$ cat src/rtl/dmem_arb_pkg.sv
// Shared types and constants for the data-memory arbiter.
package dmem_arb_pkg;

    typedef enum logic [1:0] {
        ST_IDLE  = 2'd0,
        ST_ISSUE = 2'd1,
        ST_RESP  = 2'd2
    } arb_state_t;

    localparam logic [1:0] W_WORD     = 2'b00;
    localparam logic [1:0] W_HALF     = 2'b01;
    localparam logic [1:0] W_BYTE     = 2'b10;
    localparam logic [1:0] W_WORD_ALT = 2'b11;

    localparam int unsigned DMEM_BYTES_DEFAULT = 4096;

    // Number of bytes touched by an access of the given width code.
    function automatic logic [2:0] width_bytes(input logic [1:0] w);
        case (w)
            W_HALF:  width_bytes = 3'd2;
            W_BYTE:  width_bytes = 3'd1;
            default: width_bytes = 3'd4;
        endcase
    endfunction

endpackage

$ cat src/rtl/dmem_rr_arb.sv
// Two-way round-robin grant. The last-grant register only moves when the
// granted request is actually accepted, so a waiting requester keeps priority.
module dmem_rr_arb
    import dmem_arb_pkg::*;
(
    input  logic       clk,
    input  logic       rst_n,
    input  logic [1:0] valid,
    input  logic       accept,
    output logic       grant
);

    logic last;

    // Lone requester wins; on contention the one not served last wins.
    always_comb begin
        case (valid)
            2'b01:   grant = 1'b0;
            2'b10:   grant = 1'b1;
            default: grant = ~last;
        endcase
    end

    // Remember the winner of each accepted handshake; reset favours requester 0.
    always_ff @(posedge clk or negedge rst_n) begin
        if (!rst_n) begin
            last <= 1'b1;
        end else if (accept) begin
            last <= grant;
        end
    end

endmodule

$ cat src/rtl/dmem_arbiter.sv
// Data-memory arbiter: two requesters share one memory port, one transaction
// in flight (IDLE -> ISSUE -> RESP, or IDLE -> RESP for a rejected access).
// Optional macro DMEM_ARB_ALIGN_CHECK_EN also rejects misaligned word/half
// accesses; without it only the address range is checked.
//
// Handshake: a request is accepted on a rising edge where rq_valid[g] and
// rq_ready[g] are both 1. rq_ready is only ever raised in IDLE for the
// granted requester while it is valid. Responses (rs_valid) are a single
// cycle strobe with no backpressure.
module dmem_arbiter
    import dmem_arb_pkg::*;
#(
    parameter int unsigned DMEM_BYTES = DMEM_BYTES_DEFAULT
) (
    input  logic        clk,
    input  logic        rst_n,
    input  logic [1:0]  rq_valid,
    output logic [1:0]  rq_ready,
    input  logic [1:0]  rq_we,
    input  logic [1:0]  rq_signext,
    input  logic [1:0]  rq_width0,
    input  logic [1:0]  rq_width1,
    input  logic [31:0] rq_addr0,
    input  logic [31:0] rq_addr1,
    input  logic [31:0] rq_wdata0,
    input  logic [31:0] rq_wdata1,
    output logic [1:0]  rs_valid,
    output logic        rs_err,
    output logic [31:0] rs_rdata,
    output logic        mem_data_i,
    output logic        mem_data_o,
    output logic [1:0]  mem_width,
    output logic        mem_signext,
    output logic [31:0] mem_addr,
    output logic [31:0] mem_wdata,
    input  logic [31:0] mem_read,
    output arb_state_t  dbg_state
);

    arb_state_t  state, state_nxt;
    logic        grant;
    logic        handshake;
    logic        sel_we, sel_signext, req_err;
    logic [1:0]  sel_width;
    logic [31:0] sel_addr, sel_wdata;
    logic [32:0] end_addr;

    logic        we_q, signext_q, owner_q, err_q;
    logic [1:0]  width_q;
    logic [31:0] addr_q, wdata_q;

    dmem_rr_arb u_rr (
        .clk    (clk),
        .rst_n  (rst_n),
        .valid  (rq_valid),
        .accept (handshake),
        .grant  (grant)
    );

    // Route the granted requester's fields and classify the access.
    always_comb begin
        sel_we      = rq_we[grant];
        sel_signext = rq_signext[grant];
        sel_width   = grant ? rq_width1 : rq_width0;
        sel_addr    = grant ? rq_addr1  : rq_addr0;
        sel_wdata   = grant ? rq_wdata1 : rq_wdata0;
        // 33-bit sum so an address near 2^32 cannot wrap into range.
        end_addr    = {1'b0, sel_addr} + {30'd0, width_bytes(sel_width)};
        req_err     = end_addr > 33'(DMEM_BYTES);
`ifdef DMEM_ARB_ALIGN_CHECK_EN
        if (((sel_width == W_WORD) || (sel_width == W_WORD_ALT)) && (sel_addr[1:0] != 2'b00))
            req_err = 1'b1;
        if ((sel_width == W_HALF) && sel_addr[0])
            req_err = 1'b1;
`endif
    end

    // State register.
    always_ff @(posedge clk or negedge rst_n) begin
        if (!rst_n) begin
            state <= ST_IDLE;
        end else begin
            state <= state_nxt;
        end
    end

    // Next state and handshake decode.
    always_comb begin
        state_nxt = state;
        handshake = (state == ST_IDLE) && rst_n && rq_valid[grant];
        rq_ready  = 2'b00;
        if (handshake) rq_ready = grant ? 2'b10 : 2'b01;
        case (state)
            ST_IDLE:  if (handshake) state_nxt = req_err ? ST_RESP : ST_ISSUE;
            ST_ISSUE: state_nxt = ST_RESP;
            ST_RESP:  state_nxt = ST_IDLE;
            default:  state_nxt = ST_IDLE;
        endcase
    end

    // Capture the accepted request; reset clears it.
    always_ff @(posedge clk or negedge rst_n) begin
        if (!rst_n) begin
            we_q      <= 1'b0;
            signext_q <= 1'b0;
            owner_q   <= 1'b0;
            err_q     <= 1'b0;
            width_q   <= W_WORD;
            addr_q    <= 32'd0;
            wdata_q   <= 32'd0;
        end else if (handshake) begin
            we_q      <= sel_we;
            signext_q <= sel_signext;
            owner_q   <= grant;
            err_q     <= req_err;
            width_q   <= sel_width;
            addr_q    <= sel_addr;
            wdata_q   <= sel_wdata;
        end
    end

    // Memory strobes in ISSUE, response in RESP, everything else held at 0.
    always_comb begin
        mem_data_i  = 1'b0;
        mem_data_o  = 1'b0;
        mem_width   = W_WORD;
        mem_signext = 1'b0;
        mem_addr    = 32'd0;
        mem_wdata   = 32'd0;
        rs_valid    = 2'b00;
        rs_err      = 1'b0;
        rs_rdata    = 32'd0;
        if (state == ST_ISSUE) begin
            mem_data_i  = we_q;
            mem_data_o  = ~we_q;
            mem_width   = (width_q == W_WORD_ALT) ? W_WORD : width_q;
            mem_signext = signext_q;
            mem_addr    = addr_q;
            mem_wdata   = wdata_q;
        end
        if (state == ST_RESP) begin
            rs_valid = owner_q ? 2'b10 : 2'b01;
            rs_err   = err_q;
            if (!we_q && !err_q) rs_rdata = mem_read;
        end
        dbg_state = state;
    end

endmodule

$ cat config.mk
export PLATFORM = sky130hd
export DESIGN_NAME = dmem_arbiter
export DESIGN_NICKNAME = d
export VERILOG_FILES = /design/src/rtl/dmem_arb_pkg.sv /design/src/rtl/dmem_rr_arb.sv /design/src/rtl/dmem_arbiter.sv
export SDC_FILE = /design/constraint.sdc
export NUM_CORES = 1
export LEC_CHECK = 0
export BUFFER_PORTS_ARGS = -buffer_cell sky130_fd_sc_hd__buf_2
export CAP_MARGIN = 20
export CORE_UTILIZATION = 42
export CTS_BUF_LIST = sky130_fd_sc_hd__clkbuf_4 sky130_fd_sc_hd__clkbuf_8 sky130_fd_sc_hd__clkbuf_16
export DETAILED_ROUTE_END_ITERATION = 8
export GPL_ROUTABILITY_DRIVEN = 1
export PLACE_DENSITY = 0.78
export SLEW_MARGIN = 25
export SYNTH_ARGS = -nofsm -noshare
export SYNTH_HDL_FRONTEND = slang
export SYNTH_SLANG_ARGS = --single-unit
$ cat constraint.sdc
create_clock -name clk -period 4 [get_ports clk]
set_clock_uncertainty 0.2 [all_clocks]
set_input_delay 0.6 -clock clk [delete_from_list [all_inputs] [get_ports clk]]
set_output_delay 0.6 -clock clk [all_outputs]
set_load 0.02 [all_outputs]
* Word level (Yosys, flattened, before mapping)
Index checks and enable logic that the tools add are counted.
** Storage, ports and cells
- Bits in latches :: 0
- Bits of input ports :: 172
- Output and inout port bits :: 108
- ROM bits :: 0
- Logic and storage cells :: 56
- Memories :: 0
- Register bits :: 73
- Memory bits (writable) :: 0
** Operators by class
- Shifts and indexed selects :: 0
- Mux-type cells :: 28
- Divide/modulo/power cells :: 0
- Reductions and logical operators :: 6
- Eq/ne operators :: 8
- Order comparisons :: 2
- Bitwise gates (word level) :: 2
- Multipliers :: 0
- Add/subtract/negate cells :: 1
** Operators by type and width (count)
- 32-bit two-way mux :: 6
- 32-bit by 3-bit adder with 33-bit output :: 1
- 33-bit by 13-bit > comparator with 1-bit output, second input constant :: 1
- 2-bit two-way mux :: 9
- 1-bit two-way mux :: 10
- 2-bit equality test, second input constant :: 4
- 2-bit by 1-bit equality test with 1-bit output, second input constant :: 3
- 3-bit one-hot mux with 2 select lines :: 1
- 2-bit one-hot mux with 2 select lines :: 1
- 1-bit logical AND :: 3
- 1-bit zero test :: 2
- 2-bit zero test :: 1
- 1-bit by 2-bit less-than comparator with 1-bit output, second input constant :: 1
- 2-bit != test, second input constant :: 1
- 1-bit NOT :: 2
- 1-bit one-hot mux with 2 select lines :: 1

* Logic depth before layout (Yosys ltp)
- Depth in word-level cells :: 10
- Depth in mapped cells :: 20

* Cells and area by module
Synthesis repeated with hierarchy kept, for this count alone.
** Unflattened totals
- Cell total of the unflattened synthesis :: 595
- Area, all modules :: 5106.1 um^2
** By module, submodules not included
- dmem_arbiter :: sequential area each 1801.7 um^2, area an instance 5019.8 um^2, instances 1, cells an instance 586
- dmem_rr_arb :: sequential area each 26.3 um^2, area an instance 86.3 um^2, instances 1, cells an instance 9

* Worst setup path after synthesis
No wires, ideal clock.
- Path type :: input-to-reg
- Start :: input port rq_valid[0]
- End :: register state[1], in the netlist dbg_state[1]
- Arrival :: 4.554 ns
- Setup time :: 0.126 ns
- Path buffers :: 4
- Cell stages on the path :: 20
- Path slack :: -0.881 ns
- Cells stage by stage :: inv_1 > ha_1 > nor2b_4 > nor2_1 > buf_4 > buf_2 > buf_1 > mux2i_1 > inv_1 > ha_1 > ha_1 > a21oi_1 > and2_1 > buf_1 > a21oi_1 > nand4_1 > a2111o_1 > nand2_1 > nand4_1 > o32a_1
** On the way
- Word-level cells in the longest chain between the ends :: 10
- Elaborated cells between the ends (all ways) :: 17
- Those cells by class :: add/sub: 1; order compare: 1; eq/ne: 5; mux: 9; reduce/logical: 1
** RTL lines
- from (decl) :: line dmem_arbiter.sv:17 : input logic [1:0] rq_valid,
- 2-bit equality test or 2-bit by 1-bit equality test with 1-bit output (tied branches) :: line dmem_rr_arb.sv:17 : case (valid)
- 1-bit one-hot mux with 2 select lines (*) :: line dmem_rr_arb.sv:17
- 2-bit two-way mux (*) :: line dmem_arbiter.sv:64 : sel_width = grant ? rq_width1 : rq_width0;
- named net sel_width[1] :: line dmem_arbiter.sv:44 : logic [1:0] sel_width;
- 2-bit equality test or 2-bit by 1-bit equality test with 1-bit output (tied branches) :: line dmem_arb_pkg.sv:19 : case (w)
- 3-bit one-hot mux with 2 select lines (*) :: line dmem_arb_pkg.sv:19
- 32-bit by 3-bit adder with 33-bit output (*) :: line dmem_arbiter.sv:68 : end_addr = {1'b0, sel_addr} + {30'd0, width_bytes(sel_width)};
- 33-bit by 13-bit > comparator with 1-bit output (*) :: line dmem_arbiter.sv:69 : req_err = end_addr > 33'(DMEM_BYTES);
- 2-bit two-way mux (*) (2 in series) :: line dmem_arbiter.sv:94 : ST_IDLE: if (handshake) state_nxt = req_err ? ST_RESP : ST_ISSUE;
- 2-bit one-hot mux with 2 select lines (*) :: line dmem_arbiter.sv:93 : case (state)
- to (signal assigned) :: line dmem_arbiter.sv:83 : state <= state_nxt;
- to (decl) :: line dmem_arbiter.sv:40 : arb_state_t state, state_nxt;
Mark *: on every way through the listed nets, which the timed path passes. The rest lies on a longest branch. The select of a mux whose other input is x is not followed.
A chain may end at the register's enable or synchronous reset.

* Worst setup path in the final report
- Start :: input port rq_valid[0]
- End :: register state[1], in the netlist dbg_state[1]
** On the way
- Word-level cells in the longest chain between the ends :: 10
- Elaborated cells between the ends (all ways) :: 17
- Those cells by class :: add/sub: 1; order compare: 1; eq/ne: 5; mux: 9; reduce/logical: 1
** RTL lines (line)
- 2-bit equality test or 2-bit by 1-bit equality test with 1-bit output (tied branches) :: dmem_rr_arb.sv:17
- 1-bit one-hot mux with 2 select lines :: dmem_rr_arb.sv:17
- 2-bit two-way mux :: dmem_arbiter.sv:64
- 2-bit equality test or 2-bit by 1-bit equality test with 1-bit output (tied branches) :: dmem_arb_pkg.sv:19
- 3-bit one-hot mux with 2 select lines :: dmem_arb_pkg.sv:19
- 32-bit by 3-bit adder with 33-bit output :: dmem_arbiter.sv:68
- 33-bit by 13-bit > comparator with 1-bit output :: dmem_arbiter.sv:69
- 2-bit two-way mux (2 in series) :: dmem_arbiter.sv:94
- 2-bit one-hot mux with 2 select lines :: dmem_arbiter.sv:93
Several ways; a longest one is shown, not always the timed one. The select of a mux whose other input is x is not followed.

==> flow_summary.yaml <==
min_path:
  min_path_type: "in -> async"
synth:
  synth_edf_count: 0
  ys.flop_type: "dfrtp_1"
  ys_types: 65
  yosysWarnings: 0
  syn_inst: 708
  syn_area_per_cell_sq_um: 7.66
  yosysTopAreaCellShare: 0.332
  ys_ff_latch: 73
  synth_top_cell_by_area: "dfrtp_1"
  yosysSeqAreaShare: 0.337
  syn_nets: 888
  async_reset_ff_frac: 1.00
  synth_area_leaders: "dfrtp_1, and2_1, nand2_1"
  syn-cell-area_sq_mm: 0.00542
power:
  p_int_w: 0.00165
  pwr-share-comb: 0.322
  pwr-share-clk: 0.293
  p_sw_frac: 0.345
  p_seq_frac: 0.385
  p_leak_nw: 3.80
  power_density_mw_per_mm2: 335
  ir_drop_mv: 0.174
  p_sw_w: 0.000870
layout:
  drive_above_1_share: 0.370
  nets: 1163
  synthToLayoutAreaGrowth_pct: 38.9
  diodes: 0
global_routing:
  grt_pass1_wl_um: 27700
  track_usage: 0.267
  grt-ovfl-total: 0
  grt_max_degree: 74
  grt_pass1_vias: 5564
  antenna_found_initial: 2
setup_path:
  worstPathCellList: "buf_2 -> inv_12 -> ha_4 -> or2b_1 -> nand2_2 -> mux2i_4 -> ha_4 -> ha_4 -> fa_2 -> a21o_1 -> nand3_1 -> nand3_1 -> o311ai_0 -> nor4_1 -> a31o_2 -> nand4_1 -> o32a_1"
  worst-r2r-cell-count: 14
  start_kind: "input pin"
  cpPeakStageDelay_ps: 350
  crit_cells: 17
  cp-end-kind: "flip-flop"
  crit_family: "simple AND/OR/NAND/NOR gates"
  cp_common_cell: "ha_4"
  cp_max_fo: 5
  cp.arrival_ps: 3850
  critPathKind: "in -> reg"
  crit_buf_inv: 2
  slowest_stage: "nor4_1"
  worstPathRequired_ps: 4020
clocking:
  clk_latency_ps: 340
  cts_tree: "done"
  cts.clk_slew.worst_paths_ps: 60
  clockBufferDepth: 2
  numCtsBuffers: 9
  htreeDepth: 3
  root_buffer: "clkbuf_16"
  clock-sinks: 73
placed_design:
  dp_slack_ps: -229
  place_congestion: 0.926
  dp_hpwl_um: 13700
  io_buffers: 279
timing:
  timing.fmax_mhz: 261
  tightest_slew_ps: 683
  hold_violations: 0
  setup_viol: 0
  setup_tns_ps: 0
  max_slew_margin: 0.544
  timing.final.ws_setup_ps: 170
  timing.final.crit_share: 0.958
  slew_violations: 0
  rsz0062_at_grt: "false"
  whs_ps: 209
  finalCriticalPeriod_ps: 3830
floorplan:
  initial_core_util: 0.430
  rows: 41
  core-area_sq_mm: 0.0126
  die_x_um: 116
  die_height_um: 116
  pin_count: 280
  dieArea_sq_mm: 0.0134
detailed_routing:
  wl_per_cell_um: 15.7
  final_antenna_net_count: 0
  drc_errors: 0
  vias: 6264
  top_layer_used: "met5"
  wl_met3_um: 1390
  first_iter_violations: 458
  dr.pass1.iters: 5
  routed_wl_um: 18200
  met1_length_um: 8080
  wl_met2_um: 8440
  vias_per_cell: 5.40
flow_run:
  drv_cap: 0
status:
  status: "completed"
## state kept, by name, indices dropped and copies added (netlist names), 2 cells and up
signal     cells
addr_q        32
wdata_q       32
dbg_state      2
width_q        2
## cell usage in the layout (no fill, tap or decap), types with 4 or more instances in the layout
master,n
buf_2,278
nand2_1,136
and2_1,100
dfrtp_1,72
nor2_1,66
a31oi_1,50
buf_4,31
o21ai_0,27
nand3_1,25
mux2i_1,17
nand4_1,15
a21oi_1,11
and3_1,10
clkbuf_16,9
nor3_1,7
xor2_1,7
inv_1,6
nor4_1,6
xnor2_1,5
nand2b_1,4
nor3b_1,4
a21oi_2,4
o211ai_1,4
a21o_1,4
o32a_1,4
ha_4,4
clkinv_2,4
## worst paths after layout
| check | startpoint | endpoint | slack, ps |
|---|---|---|---|
| setup reg to reg | u_rr.last | dbg_state[1] | 360 |
| hold / removal | rst_n | wdata_q[21] | 210 |
| max in group asynchronous | rst_n | addr_q[20] | 2930 |
| setup / recovery | rq_valid[0] | dbg_state[1] | 170 |
| hold reg to reg | addr_q[26] | addr_q[26] | 270 |
| min in group clk | addr_q[26] | addr_q[26] | 270 |
## logic make-up after synthesis
kind of cell             after synthesis  share of synthesized area
flip-flops                            73                      0.337
AO/OA/AOI/OAI                        140                      0.175
AND/OR/NAND/NOR                      401                      0.373
XOR/XNOR                              12                     0.0194
adder cells (fa/ha/maj)                8                     0.0198
buffers and inverters                 55                     0.0406
multiplexers                          19                     0.0351
## stage by stage
stage	utilization	cell area (sq um)	cells	power [W]
CTS	0.595	7510	1160	0.00253
finish	0.597	7530	1160	0.00252
global route	0.597	7530	1160	0.00268
detailed placement	0.574	7240	1144	0.00179
floorplan	-	5580	708	0.00150
global placement	0.574	7240	1144	0.00177
## what timing repair did
| action | 4_1_cts | 5_1_grt |
|---|---|---|
| resized for setup | 0 | 4 |
| buffers inserted | 0 | 0 |
| setup endpoints to repair | 0 | 2 |
| hold buffers | 0 | 0 |
## per-layer routing
layer,vias up,GRT usage
li1,3043,-
met1,2924,0.352
met2,269,0.438
met3,24,0.0471
met4,4,0.0974
met5,-,0
## synthesized netlist by cell type, types with 4 or more instances
cell type and instances:
xnor2_1 5, nand2_1 137, dfrtp_1 72, o211ai_1 4, nor2_1 67, nand2b_1 4
nand4_1 15, inv_1 8, ha_1 7, a21o_1 4, o32a_1 4, clkbuf_1 35
and3_1 10, nor3b_1 4, a21oi_1 15, and2_1 101, nor4b_1 4, nand3_1 26
nor4_1 7, mux2i_1 19, a31oi_1 50, xor2_1 7, buf_2 8, nor3_1 8
o21ai_0 28
## power by group through the flow
| stage | sequential, W | clock, W | combinational (W) |
|---|---|---|---|
| after global routing | 0.000991 | 0.000786 | 0.000902 |
| after floorplan | 0.000960 | 0 | 0.000539 |
| after global placement | 0.000977 | 0 | 0.000788 |
| after detailed placement | 0.000985 | 0 | 0.000801 |
| final | 0.000972 | 0.000739 | 0.000812 |
| after CTS | 0.000972 | 0.000756 | 0.000806 |
## worst register-to-register path: cells and delay by family (launching register included)
kind	cells	cell delay, ps
flip-flops	1	540
AO/OA/AOI/OAI	5	1110
adder cells (fa/ha/maj)	3	750
buffers and inverters	1	90
AND/OR/NAND/NOR	4	640
multiplexers	1	200
## layout make-up
type                            instances  area, sq um
Fill cell                            1199         5090
Multi-Input combinational cell        580         3520
Sequential cell                        73         1830
Timing Repair Buffer                  311         1660
Clock buffer                           10          233
Tap cell                              172          215
Inverter                                8         42.5
Clock inverter                          6         35.0
(Power assumes the default switching activity.)
